[src/rtl/pipe_scoreboard_pkg.sv]
// Shared types for the pipeline hazard scoreboard: the per-stage entry record
// and the width helper for the forwarding-select outputs.
package pipe_scoreboard_pkg;

    // Entries carry rd at a fixed maximum width; REG_W may be anything up to this.
    localparam int MAX_REG_W = 8;

    typedef struct packed {
        logic                 valid;
        logic [MAX_REG_W-1:0] rd;
        logic                 wen;
        logic                 load;
    } entry_t;

    function automatic int sel_width(input int depth);
        return $clog2(depth + 1);
    endfunction

endpackage

[src/rtl/pipe_scoreboard_if.sv]
// Decode-side bundle of the hazard scoreboard: decode drives the instruction
// fields and flush (master), the scoreboard answers stall/forwarding (slave).
interface pipe_scoreboard_if
    import pipe_scoreboard_pkg::*;
#(
    parameter int REG_W = 4,
    parameter int DEPTH = 3,
    parameter int CNT_W = 16
);
    localparam int SEL_W = sel_width(DEPTH);

    logic             d_valid;
    logic [REG_W-1:0] d_rs;
    logic [REG_W-1:0] d_rt;
    logic             d_rs_used;
    logic             d_rt_used;
    logic [REG_W-1:0] d_rd;
    logic             d_reg_write_en;
    logic             d_mem_read_en;
    logic             flush;
    logic             stall;
    logic [SEL_W-1:0] fwd_rs_sel;
    logic [SEL_W-1:0] fwd_rt_sel;
    logic [CNT_W-1:0] stall_cnt;

    modport master (
        output d_valid, d_rs, d_rt, d_rs_used, d_rt_used, d_rd,
               d_reg_write_en, d_mem_read_en, flush,
        input  stall, fwd_rs_sel, fwd_rt_sel, stall_cnt
    );

    modport slave (
        input  d_valid, d_rs, d_rt, d_rs_used, d_rt_used, d_rd,
               d_reg_write_en, d_mem_read_en, flush,
        output stall, fwd_rs_sel, fwd_rt_sel, stall_cnt
    );

endinterface

[src/rtl/pipe_src_match.sv]
// Youngest-producer search for one source operand across the tracked stages.
// Build option: PIPE_FORWARD_EN enables forwarding from ready stages.
module pipe_src_match
    import pipe_scoreboard_pkg::*;
#(
    parameter int REG_W      = 4,
    parameter int DEPTH      = 3,
    parameter int ALU_READY  = 1,
    parameter int LOAD_READY = 2,
    parameter int SEL_W      = sel_width(DEPTH)
) (
    input  entry_t           entries [1:DEPTH],
    input  logic [REG_W-1:0] src,
    input  logic             used,
    output logic [SEL_W-1:0] sel,
    output logic             hazard
);

    logic [DEPTH:1] hit;
    logic [DEPTH:1] loads;

    for (genvar gi = 1; gi <= DEPTH; gi++) begin : g_stage
        assign hit[gi] = used && (src != '0) && entries[gi].valid && entries[gi].wen &&
                         (entries[gi].rd == MAX_REG_W'(src));
        assign loads[gi] = entries[gi].load;
    end

`ifdef PIPE_FORWARD_EN
    int   hit_stage;
    logic hit_load;

    always_comb begin
        hit_stage = 0;
        hit_load  = 1'b0;
        // Scan oldest to youngest so the youngest match wins.
        for (int k = DEPTH; k >= 1; k--) begin
            if (hit[k]) begin
                hit_stage = k;
                hit_load  = loads[k];
            end
        end
        sel    = '0;
        hazard = 1'b0;
        if (hit_stage != 0) begin
            if (hit_stage >= (hit_load ? LOAD_READY : ALU_READY)) begin
                sel = SEL_W'(hit_stage);
            end else begin
                hazard = 1'b1;
            end
        end
    end
`else
    logic unused_loads;
    assign unused_loads = ^loads;
    // No forwarding paths: any in-flight producer must drain to the register file.
    assign sel    = '0;
    assign hazard = |hit;
`endif

endmodule

[src/rtl/pipe_scoreboard.sv]
// Hazard scoreboard for the in-order pipeline: tracks DEPTH downstream stages,
// raises stall and forwarding selects for decode. Build option: PIPE_FORWARD_EN.
module pipe_scoreboard
    import pipe_scoreboard_pkg::*;
#(
    parameter int REG_W      = 4,
    parameter int DEPTH      = 3,
    parameter int ALU_READY  = 1,
    parameter int LOAD_READY = 2,
    parameter int CNT_W      = 16
) (
    input logic              clk,
    input logic              rst,
    pipe_scoreboard_if.slave sb
);

    localparam int SEL_W = sel_width(DEPTH);

    entry_t           entries_q [1:DEPTH];
    entry_t           entries_d [1:DEPTH];
    entry_t           issue_entry;
    logic [CNT_W-1:0] stall_cnt_q;
    logic [CNT_W-1:0] stall_cnt_d;
    logic             hazard_rs;
    logic             hazard_rt;
    logic             stall;
    logic [SEL_W-1:0] sel_rs;
    logic [SEL_W-1:0] sel_rt;

    pipe_src_match #(
        .REG_W(REG_W), .DEPTH(DEPTH), .ALU_READY(ALU_READY),
        .LOAD_READY(LOAD_READY), .SEL_W(SEL_W)
    ) u_match_rs (
        .entries(entries_q), .src(sb.d_rs), .used(sb.d_rs_used),
        .sel(sel_rs), .hazard(hazard_rs)
    );

    pipe_src_match #(
        .REG_W(REG_W), .DEPTH(DEPTH), .ALU_READY(ALU_READY),
        .LOAD_READY(LOAD_READY), .SEL_W(SEL_W)
    ) u_match_rt (
        .entries(entries_q), .src(sb.d_rt), .used(sb.d_rt_used),
        .sel(sel_rt), .hazard(hazard_rt)
    );

    // A flushed decode slot never stalls, so flush beats any hazard.
    assign stall = sb.d_valid & ~sb.flush & (hazard_rs | hazard_rt);

    always_comb begin
        issue_entry = '0;
        if (sb.d_valid && !stall && !sb.flush) begin
            issue_entry.valid = 1'b1;
            issue_entry.rd    = MAX_REG_W'(sb.d_rd);
            issue_entry.wen   = sb.d_reg_write_en;
            issue_entry.load  = sb.d_mem_read_en;
        end
    end

    for (genvar gi = 1; gi <= DEPTH; gi++) begin : g_shift
        if (gi == 1) begin : g_head
            assign entries_d[gi] = issue_entry;
        end else begin : g_tail
            assign entries_d[gi] = entries_q[gi-1];
        end
    end

    always_comb begin
        stall_cnt_d = stall_cnt_q;
        if (stall && (stall_cnt_q != {CNT_W{1'b1}})) begin
            stall_cnt_d = stall_cnt_q + 1'b1;
        end
    end

    always_ff @(posedge clk) begin
        for (int k = 1; k <= DEPTH; k++) begin
            entries_q[k] <= rst ? '0 : entries_d[k];
        end
        stall_cnt_q <= rst ? '0 : stall_cnt_d;
    end

    assign sb.stall      = stall;
    assign sb.fwd_rs_sel = sel_rs;
    assign sb.fwd_rt_sel = sel_rt;
    assign sb.stall_cnt  = stall_cnt_q;

endmodule

[src/flat_wrapper.sv]
// flat-port wrapper written by rule: the top's interface ports become plain ports
module pipe_scoreboard_flat import pipe_scoreboard_pkg::*;
#(
    parameter int REG_W      = 4,
    parameter int DEPTH      = 3,
    parameter int ALU_READY  = 1,
    parameter int LOAD_READY = 2,
    parameter int CNT_W      = 16
)
  (clk, rst, sb_d_valid, sb_d_rs, sb_d_rt, sb_d_rs_used, sb_d_rt_used, sb_d_rd, sb_d_reg_write_en, sb_d_mem_read_en, sb_flush, sb_stall, sb_fwd_rs_sel, sb_fwd_rt_sel, sb_stall_cnt);
  pipe_scoreboard_if #(.REG_W(REG_W), .DEPTH(DEPTH), .CNT_W(CNT_W)) sb_i ();
  input logic clk;
  input logic rst;
  input wire logic [$bits(sb_i.d_valid)-1:0] sb_d_valid;
  input wire logic [$bits(sb_i.d_rs)-1:0] sb_d_rs;
  input wire logic [$bits(sb_i.d_rt)-1:0] sb_d_rt;
  input wire logic [$bits(sb_i.d_rs_used)-1:0] sb_d_rs_used;
  input wire logic [$bits(sb_i.d_rt_used)-1:0] sb_d_rt_used;
  input wire logic [$bits(sb_i.d_rd)-1:0] sb_d_rd;
  input wire logic [$bits(sb_i.d_reg_write_en)-1:0] sb_d_reg_write_en;
  input wire logic [$bits(sb_i.d_mem_read_en)-1:0] sb_d_mem_read_en;
  input wire logic [$bits(sb_i.flush)-1:0] sb_flush;
  output wire logic [$bits(sb_i.stall)-1:0] sb_stall;
  output wire logic [$bits(sb_i.fwd_rs_sel)-1:0] sb_fwd_rs_sel;
  output wire logic [$bits(sb_i.fwd_rt_sel)-1:0] sb_fwd_rt_sel;
  output wire logic [$bits(sb_i.stall_cnt)-1:0] sb_stall_cnt;
  assign sb_i.d_valid = sb_d_valid;
  assign sb_i.d_rs = sb_d_rs;
  assign sb_i.d_rt = sb_d_rt;
  assign sb_i.d_rs_used = sb_d_rs_used;
  assign sb_i.d_rt_used = sb_d_rt_used;
  assign sb_i.d_rd = sb_d_rd;
  assign sb_i.d_reg_write_en = sb_d_reg_write_en;
  assign sb_i.d_mem_read_en = sb_d_mem_read_en;
  assign sb_i.flush = sb_flush;
  assign sb_stall = sb_i.stall;
  assign sb_fwd_rs_sel = sb_i.fwd_rs_sel;
  assign sb_fwd_rt_sel = sb_i.fwd_rt_sel;
  assign sb_stall_cnt = sb_i.stall_cnt;
  pipe_scoreboard #(.REG_W(REG_W), .DEPTH(DEPTH), .ALU_READY(ALU_READY), .LOAD_READY(LOAD_READY), .CNT_W(CNT_W)) u_core (.clk(clk), .rst(rst), .sb(sb_i));
endmodule
[config.mk]
export PLATFORM = sky130hd
export DESIGN_NAME = pipe_scoreboard_flat
export DESIGN_NICKNAME = d
export VERILOG_FILES = /design/src/rtl/pipe_scoreboard_pkg.sv /design/src/rtl/pipe_scoreboard_if.sv /design/src/rtl/pipe_src_match.sv /design/src/rtl/pipe_scoreboard.sv /design/src/flat_wrapper.sv
export SDC_FILE = /design/constraint.sdc
export NUM_CORES = 1
export LEC_CHECK = 0
export ABC_AREA = 1
export CAP_MARGIN = 25
export CORE_UTILIZATION = 34
export DETAILED_ROUTE_END_ITERATION = 10
export HOLD_SLACK_MARGIN = 0.15
export PLACE_DENSITY = 0.57
export SETUP_SLACK_MARGIN = 0.2
export SKIP_CTS_REPAIR_TIMING = 1
export SYNTH_ARGS = -nofsm -noshare
export SYNTH_HDL_FRONTEND = slang
export SYNTH_HIERARCHICAL = 1
export SYNTH_SLANG_ARGS = --single-unit
[constraint.sdc]
create_clock -name clk -period 1.9 [get_ports clk]
set_clock_uncertainty 0.2 [all_clocks]
set_input_delay 0.285 -clock clk [delete_from_list [all_inputs] [get_ports clk]]
set_output_delay 0.285 -clock clk [all_outputs]
set_load 0.02 [all_outputs]
==> impl_results.md <==
* CP Cell Sequence: inv_2 -> nand2_2 -> nand2_1 -> nor2_1 -> nand3_1 -> nand3_1 -> nand2_1 -> inv_2 -> nor2_4 -> nor2_4 -> buf_6
* Worst Path Buf+Inv at 3
* Setup violators final at 5
* Sw Ratio at between 20% and 30%
* Clock share of power at around 39%
* Die Ht at ~84 microns
* Clock sink total at 34
* Fin crit period at about 2.0 ns
* Pre-Repair DR Iteration Count at 4
* Core area at between 6000 and 7000 sq um
* Hold Vio Cnt, Final at 0
* I/O pin count at just over 40
* Hold Crit Start: u_core/entries_d[12]
* Hold EP: u_core/entries_d[1]
* Vias at 2,347
* Crit Path Category: reg -> out
* Combinational share of power at 10.3%
* Max VDD drop at 0.364 mV
* Number of remaining DRC errors at 0
* Layout Utilization at 49.3%
* Pint at 1.07 mW
* Clock buffer depth at 2
* Max Slew Vio Count at 0
* Tot Pwr at 1.42 mW
* Total GRT Usage at about 16%
* First-pass GRT wire length at just over 9 mm
* Initial antenna violation count at 0
* Area post-placement at roughly 2800 sq um
* Worst reg2reg path endpoint: u_core/sb.stall_cnt[6]
* Clock root buffer: clkbuf_8
* RSZ-0062 raised after global routing: true
* Worst reg-to-reg setup slack at -0.02 ns
* Post-Syn Area at between 2000 and 2500 sq um
* Share of layout cells above drive strength 1 at ~22%
* Startpoint types: flip-flop
* Pleak at between 1.5 and 2 nW
* N_diodes at 0
* Nets at 480
* Initial Util at a little over a third
* Drt wl/cell at 10.3 microns
* Worst slack at placement at -0.823 ns
* Total wire length at roughly 5.5 mm
* Seq pwr share at around 51%
* Critical Path Sink Type: output port
* Synth Warn # at 6
* Status: finished with violations
* Fin crit share at 104%
* H-Tree Depth at 2
* Width of the die at 83.5 microns
* Clk_lat worst skew at about 0.29 ns
* CTS tree: done
* Worst r2r src: u_core/entries_d[15]
* Hold Crit Class: reg -> reg
* Crit-path slowest cell: dfxtp_4
* RD Place Congestion at roughly 0.90
* Layout Cell Area excl Fill at around 3100 sq um
* Crit path largest cell delay at 0.39 ns
* PnR worst setup slack at -0.0789 ns
* Violated checks: negative setup slack
* PortBufs at 35
* Num CTS Buffers at 5
* Vias in the first global route at between 2k and 2.5k
* Antenna viol nets, final at 0
* Crit path max-delay family: simple AND/OR/NAND/NOR gates
* Hold path cells at 2
* Die area at roughly 7000 sq um
* WP data arrival at about 1.5 ns
* Crit path max fanout at 5
* Reg2reg path depth at 17
* Via/cell ratio at ~4.4
* Layout area overhead at 39.3%
* CP required at about 1.4 ns
* Clock transition at path regs at around 0.070 ns
* Post-synthesis area per instance at 5.74 sq um
* DRC violation total after the first TritonRoute iteration at just under 100
* Largest net degree at the start of global routing at 15
* Total gr overflow at 0
* FP Rows at 29
* Post-Synthesis Cells at a little under 400
* FMAX at 505 MHz
* Max_cap viols at 0
* Half-perimeter wire length after placement at between 4 and 5 mm
* P_sw at between 0.3 and 0.4 mW
* Power Density at roughly 450 nW/um^2
[final cells by class]
class	count	area [sq um]
fill	703	3240
multi-input combinational	305	1510
sequential	34	718
timing repair buffer	41	460
inverter	72	270
tap	77	96.3
clock buffer	7	86.3
clock inverter	1	5.00
[flip-flops by register name, indices dropped and copies added (netlist names)]
register             flops
u_core/entries_d        12
u_core/entries_q         6
u_core/sb.stall_cnt     16
[worst reg2reg max path, stage by stage, from the launching register on]
cell and delay, ns:
dfxtp_4 0.39, inv_2 0.05, nand2_2 0.05, nand2_1 0.04, nor2_1 0.08, nand3_1 0.09
nand3_1 0.09, nand2_1 0.07, inv_2 0.08, inv_2 0.05, nand2_4 0.09, nand2_8 0.10
nor2_4 0.13, inv_2 0.05, nor2_4 0.10, nand2_1 0.05, nand2_1 0.06, nor2_1 0.05
[metal layers]
layer	routed length [microns]	vias to the layer above	track usage (%)
li1	-	1265	-
met1	2660	1020	21.7
met2	2560	56	26.5
met3	251	6	2.97
met4	63	0	5.08
met5	0	-	0
[cells in the final DEF (no fill, tap or decap), types with 2 or more instances in the layout]
| cell | instances |
|---|---|
| conb_1 | 28 |
| a21oi_1 | 7 |
| dfxtp_2 | 9 |
| o21ai_1 | 5 |
| dfxtp_1 | 18 |
| buf_4 | 5 |
| nor3_2 | 2 |
| inv_1 | 50 |
| nand2_4 | 3 |
| buf_6 | 2 |
| o21a_2 | 2 |
| nor2_2 | 7 |
| nand3_2 | 6 |
| nand2_2 | 11 |
| clkbuf_8 | 6 |
| dfxtp_4 | 7 |
| nand3_4 | 2 |
| nand2_1 | 105 |
| nor2_4 | 14 |
| inv_2 | 21 |
| nand3_1 | 19 |
| clkdlybuf4s50_1 | 10 |
| nand4_1 | 4 |
| dlymetal6s2s_1 | 24 |
| nor2_1 | 83 |
[power groups by stage]
stage	logic [mW]	registers, mW	clock network [mW]
2_1_floorplan	0.0924	0.742	0
3_3_place_gp	0.145	0.746	0
3_5_place_dp	0.144	0.746	0
4_1_cts	0.145	0.729	0.572
5_1_grt	0.169	0.723	0.606
6_report	0.147	0.722	0.555
[worst max-delay path by stage]
stage,start,end,slack (ns),cells after the start
3_3_place_gp,sb_d_rs[0],sb_stall,-0.83,12
4_1_cts,sb_d_rs[0],sb_stall,-0.84,12
5_1_grt,u_core/entries_d[15],u_core/sb.stall_cnt[6],-0.23,17
2_1_floorplan,u_core/entries_q[4],u_core/sb.stall_cnt[13],0.18,15
6_report,u_core/entries_d[15],sb_stall,-0.08,11
3_5_place_dp,sb_d_rs[0],sb_stall,-0.82,12
[stage by stage]
stage	hold slack (ns)	std cells	TNS [ns]
2_1_floorplan	0.190	419	0
3_3_place_gp	0.240	529	-10.68
3_5_place_dp	0.240	529	-10.64
4_1_cts	0.250	537	-4.58
5_1_grt	0.265	537	-2.39
6_report	0.238	537	-0.148
No activity file was read; power rests on OpenSTA's default activity.
